[config.mk]
export PLATFORM = sky130hd
export DESIGN_NAME = cv32e40x_div_iter
export DESIGN_NICKNAME = d
export VERILOG_FILES = /design/src/rtl/cv32e40x_pkg.sv /design/src/rtl/cv32e40x_div_iter.sv
export SDC_FILE = /design/constraint.sdc
export NUM_CORES = 1
export LEC_CHECK = 0
export CORE_UTILIZATION = 40
export CTS_CLUSTER_SIZE = 30
export DETAILED_ROUTE_END_ITERATION = 10
export DONT_BUFFER_PORTS = 1
export PLACE_DENSITY = 0.65
export REMOVE_ABC_BUFFERS = 1
export SYNTH_ARGS = -nofsm -noshare
export SYNTH_HDL_FRONTEND = slang
export SYNTH_SLANG_ARGS = --single-unit
[constraint.sdc]
create_clock -name clk -period 8.2 [get_ports clk]
set_clock_uncertainty 0.15 [all_clocks]
set_input_delay 1.64 -clock clk [delete_from_list [all_inputs] [get_ports clk]]
set_output_delay 1.64 -clock clk [all_outputs]
set_load 0.005 [all_outputs]
[src/rtl/cv32e40x_pkg.sv]
// cv32e40x_pkg: shared types and constants for the iterative divider
//   div_opcode_e : decoded M-extension divide operation
//   div_state_e  : divider FSM states
//   DIV_CNT_W    : width of the per-bit iteration counter
package cv32e40x_pkg;

   typedef enum logic [1:0] {
      DIV_DIV  = 2'b00,
      DIV_DIVU = 2'b01,
      DIV_REM  = 2'b10,
      DIV_REMU = 2'b11
   } div_opcode_e;

   typedef enum logic [1:0] {
      IDLE = 2'b00,
      CALC = 2'b01,
      DONE = 2'b10
   } div_state_e;

   localparam int DIV_CNT_W = 5;

endpackage

[src/rtl/cv32e40x_div_iter.sv]
// cv32e40x_div_iter: iterative radix-2 restoring divider for DIV/DIVU/REM/REMU
//   clk        : clock
//   rst_n      : synchronous active-low reset
//   valid_i    : operation request
//   operator_i : div_opcode_e
//   op_a_i     : dividend
//   op_b_i     : divisor
//   ready_o    : idle, can accept
//   kill_i     : flush, aborts any operation
//   valid_o    : result_o valid
//   ready_i    : consumer accepts result
//   result_o   : quotient or remainder
module cv32e40x_div_iter
   import cv32e40x_pkg::*;
#(
   parameter bit SHORTCUT = 1'b1
) (
   input  logic        clk,
   input  logic        rst_n,
   input  logic        valid_i,
   input  div_opcode_e operator_i,
   input  logic [31:0] op_a_i,
   input  logic [31:0] op_b_i,
   output logic        ready_o,
   input  logic        kill_i,
   output logic        valid_o,
   input  logic        ready_i,
   output logic [31:0] result_o
);

   div_state_e           state_q;
   div_opcode_e          op_q;
   logic                 sign_a_q, sign_b_q;
   logic [31:0]          rem_q, quo_q, mag_b_q;
   logic [DIV_CNT_W-1:0] cnt_q;

   logic        signed_op, rem_op, sign_a, sign_b, div_zero, ovf, accept, shortcut;
   logic [31:0] mag_a, mag_b, special_res, rem_d, quo_d, fix_res;
   logic [32:0] trial;
   logic        q_neg, r_neg, rem_q_op;

   always_comb begin
      signed_op   = (operator_i == DIV_DIV) || (operator_i == DIV_REM);
      rem_op      = (operator_i == DIV_REM) || (operator_i == DIV_REMU);
      sign_a      = signed_op & op_a_i[31];
      sign_b      = signed_op & op_b_i[31];
      // 0x80000000 negates to itself, which is exactly 2^31 read as unsigned
      mag_a       = sign_a ? -op_a_i : op_a_i;
      mag_b       = sign_b ? -op_b_i : op_b_i;
      div_zero    = op_b_i == 32'h0;
      ovf         = signed_op && op_a_i == 32'h8000_0000 && op_b_i == 32'hFFFF_FFFF;
      special_res = div_zero ? (rem_op ? op_a_i : 32'hFFFF_FFFF) : (rem_op ? 32'h0 : 32'h8000_0000);
      shortcut    = SHORTCUT && (div_zero || ovf);
      accept      = valid_i & ready_o & !kill_i;
      // full-width partial remainder shift keeps large unsigned divisors exact
      trial       = {rem_q, quo_q[31]} - {1'b0, mag_b_q};
      rem_d       = trial[32] ? {rem_q[30:0], quo_q[31]} : trial[31:0];
      quo_d       = {quo_q[30:0], !trial[32]};
      q_neg       = (sign_a_q ^ sign_b_q) && mag_b_q != 32'h0;
      r_neg       = sign_a_q;
      rem_q_op    = (op_q == DIV_REM) || (op_q == DIV_REMU);
      fix_res     = rem_q_op ? (r_neg ? -rem_d : rem_d) : (q_neg ? -quo_d : quo_d);
   end

   assign ready_o = rst_n && state_q == IDLE;

   always_ff @(posedge clk) begin
      if (!rst_n) begin
         state_q  <= IDLE;
         valid_o  <= 1'b0;
         result_o <= 32'h0;
         cnt_q    <= '0;
      end else if (kill_i) begin
         state_q <= IDLE;
         valid_o <= 1'b0;
      end else begin
         case (state_q)
            IDLE: if (accept) begin
               op_q     <= operator_i;
               sign_a_q <= sign_a;
               sign_b_q <= sign_b;
               mag_b_q  <= mag_b;
               rem_q    <= 32'h0;
               quo_q    <= mag_a;
               cnt_q    <= DIV_CNT_W'(31);
               state_q  <= shortcut ? DONE : CALC;
               valid_o  <= shortcut;
               if (shortcut) result_o <= special_res;
            end
            CALC: begin
               rem_q <= rem_d;
               quo_q <= quo_d;
               cnt_q <= cnt_q - DIV_CNT_W'(1);
               if (cnt_q == '0) begin
                  state_q  <= DONE;
                  valid_o  <= 1'b1;
                  result_o <= fix_res;
               end
            end
            DONE: if (ready_i) begin
               state_q <= IDLE;
               valid_o <= 1'b0;
            end
            default: state_q <= IDLE;
         endcase
      end
   end

endmodule

==> metrics.csv <==
metric;value;unit
timing.final.hold_violations;0;
vias_in_the_first_global_route;10191;
placement.io_buffers;0;
switching_share;0.289;
globalRouteTotalUtil;0.237;
ys.flop_type;edfxtp_1;
synth-seq-area-share;0.323;
maximum_capacitance_violations;0;
setup_tns;0;ps
timing.critical_path.mode_cell;inv_1;
p_comb_frac;0.158;
gr-total-overflow;0;
dr.first_iter.drc_count;890;
yosys.cell_count.top_type;o21ai_0;
filler_cell_count;2921;
post-synth-top-area-fraction;0.254;
synth-async-reset-ratio;0;
layout.area.seq;3770;µm²
grt_first_pass_wirelength;55900;µm
clkLatencyLatePin;440;ps
postLayoutSetupSlackWorst;2120;ps
ys_top_cells_by_area;edfxtp_1, dfxtp_1, o21ai_0;
final_cells;1760;
crit_buf_inv;5;
cts_post_setup_buffers_inserted;0;
grt_start_max_net_pins;65;
drcViolationCount;0;
final_layout_size_suffix_gt1_frac;0.0610;
design.die.area;29900;µm²
multiInputGateArea;7330;µm²
synth_warnings;0;
maxSlewViolCount;0;
critPathMaxStageDelay;510;ps
final.min_clock_period;6080;ps
path_cells;inv_1, ha_1, inv_1, fa_1, a211oi_2, o21ai_1, o21ai_1, a21oi_1, nor3_2, nor2_4, inv_1, buf_4, mux2i_1, ha_1, inv_1, or4_1, nor4_1, a41oi_1, a211o_1, or2_1, a41oi_1, a21oi_1;
critPathKind;flop to flop;
fin_crit_sh;0.741;
flow.area_growth_from_synthesis;7.18;%
p_clk_frac;0.425;
power_frac_seq;0.417;
fmaxAchievable;0.165;GHz
postSynthAreaPerCell;8.27;µm²
h-tree-depth;4;
die-height;173;µm
cts.clk_slew.worst_paths;70;ps
crit_path_required_time;8380;ps
p_leak;4.35;nW
fin_area;12500;µm²
setup-violations-final;0;
synth_enable_flop_cells;99;
drtPass1Iterations;5;
post_synth_design_cell_area;11700;µm²
netlist_instances;1413;
clk_path_buf_depth;2;
crit_path_start_kind;flop;
tightest_slew;1220;ps
cpMaxStageDelayCell;nor3_2;
slew_headroom;0.181;
hold_class;flop to flop;
intPower;0.00135;W
post_drt_via_cell_ratio;6.07;
vias;10678;
ys_top_cells_by_count;o21ai_0, nand2_1, a21oi_1;
detailed_place_hpwl;26900;µm
netlist.top_cell.by_area;edfxtp_1;
root_buffer;clkbuf_16;
critical_path_arrival;6260;ps
post_cts_resized;0;
ys_types;83;
floorplan.io_pins;105;
antenna_cells_inserted;0;
dp_slack;2260;ps
flip_flop_and_latch_count_after_synthesis;139;
dp.cells;1728;
clkSinkCount;139;
grt_antenna_before_repair;0;
cts_tree;yes;
path_delay_family;compound AO/OA/AOI/OAI gates;
crit_path_max_fanout;22;
final_antenna_net_count;0;
finish.net_count;1477;
rsz_0062_raised_after_global_routing;false;
std_cell_rows;62;
routed_wl;35700;µm
initial_utilization;0.407;
power_density;151;nW/µm²
nature_of_the_critical_path_endpoint;flop;
place_congestion;0.945;
core-area;28700;µm²
holdBufCountCts;0;
run_status;finished, final reports clean;
die_w;173;µm
placed_cell_area;11900;µm²
reg2reg_setup_slack;2120;ps
number_of_buffers_added_by_the_clock_tree_synthesis_step;17;
total_switching_power;0.000549;W
wl_per_cell;20.3;µm
ir_worst_vdd;0.000103;V
fin_worst_hold_slack;344;ps
-- final cells by class --
class | count | area share
flip-flops and latches | 139 | 0.301
clock buffers | 20 | 0.0382
repair buffers | 10 | 0.00699
inverters | 67 | 0.0201
clock inverters | 12 | 0.00999
well taps | 384 | 0.0384
multi-input cells | 1128 | 0.585
-- per-stage QoR --
step                 util  power [W]
floorplan               -    0.00103
global placement    0.415    0.00110
detailed placement  0.415    0.00110
CTS                 0.436    0.00190
global route        0.436    0.00196
finish              0.436    0.00190
-- worst paths after layout --
kind	start	end	depth (start not counted)
max reg2reg	quo_q[31]$_DFFE_PP_	result_o[28]$_SDFFE_PN0P_	22
max	quo_q[31]$_DFFE_PP_	result_o[28]$_SDFFE_PN0P_	22
min	cnt_q[0]$_SDFFE_PN0P_	cnt_q[0]$_SDFFE_PN0P_	1
min reg2reg	cnt_q[0]$_SDFFE_PN0P_	cnt_q[0]$_SDFFE_PN0P_	1
-- metal layers --
layer	GRT usage	share of wire	up-vias
li1	-	-	5111
met1	0.306	0.43	5132
met2	0.389	0.47	365
met3	0.0416	0.066	70
met4	0.103	0.038	0
met5	0	0	-
-- layout by cell type, fill, tap and decap left out, types with 14 or more instances in the layout --
cell / synthesis / routed
nor2b_1: 31 / 30
edfxtp_1: 99 / 99
dfxtp_1: 40 / 40
nor2_1: 107 / 107
nand4_1: 20 / 20
nand3_1: 15 / 15
ha_1: 42 / 41
a21oi_1: 114 / 114
o21ai_0: 145 / 145
xor2_1: 62 / 62
xnor2_1: 69 / 69
o31ai_1: 16 / 16
or3_1: 14 / 14
o211ai_1: 21 / 21
nor3_1: 43 / 43
a31oi_1: 25 / 25
mux2i_1: 31 / 31
inv_1: 66 / 66
nand2_1: 129 / 129
clkbuf_16: 0 / 18
nor4_1: 23 / 23
and2_1: 20 / 19
-- registers in the layout, indices dropped and copies added, names as in the netlist --
| register | count |
|---|---|
| mag_b_q | 32 |
| quo_q | 32 |
| rem_q | 32 |
| result_o | 32 |
| cnt_q | 5 |
| state_q | 2 |
| op_q | 1 |
| r_neg | 1 |
| sign_b_q | 1 |
| valid_o | 1 |
-- cells by family (layout without fill, tap and decap cells) --
kind of cell | count (synthesis) | in the layout | synth area share
xor gates and xnor gates | 131 | 131 | 0.0982
DFF | 139 | 139 | 0.323
AOI/OAI and AO/OA | 440 | 440 | 0.241
adders and majority gates | 43 | 43 | 0.0467
and+or+nand+nor | 473 | 473 | 0.204
muxes | 41 | 41 | 0.0362
buffers and inverters | 146 | 109 | 0.0513
-- power groups by stage --
stage,Combinational [W],Sequential (W),Clock [W]
after global placement,0.000294,0.000805,0
after floorplan,0.000225,0.000801,0
final,0.000300,0.000790,0.000806
after detailed placement,0.000297,0.000805,0
after global routing,0.000332,0.000792,0.000835
after CTS,0.000299,0.000790,0.000810
Note: power is estimated with default switching activity, not from simulation.
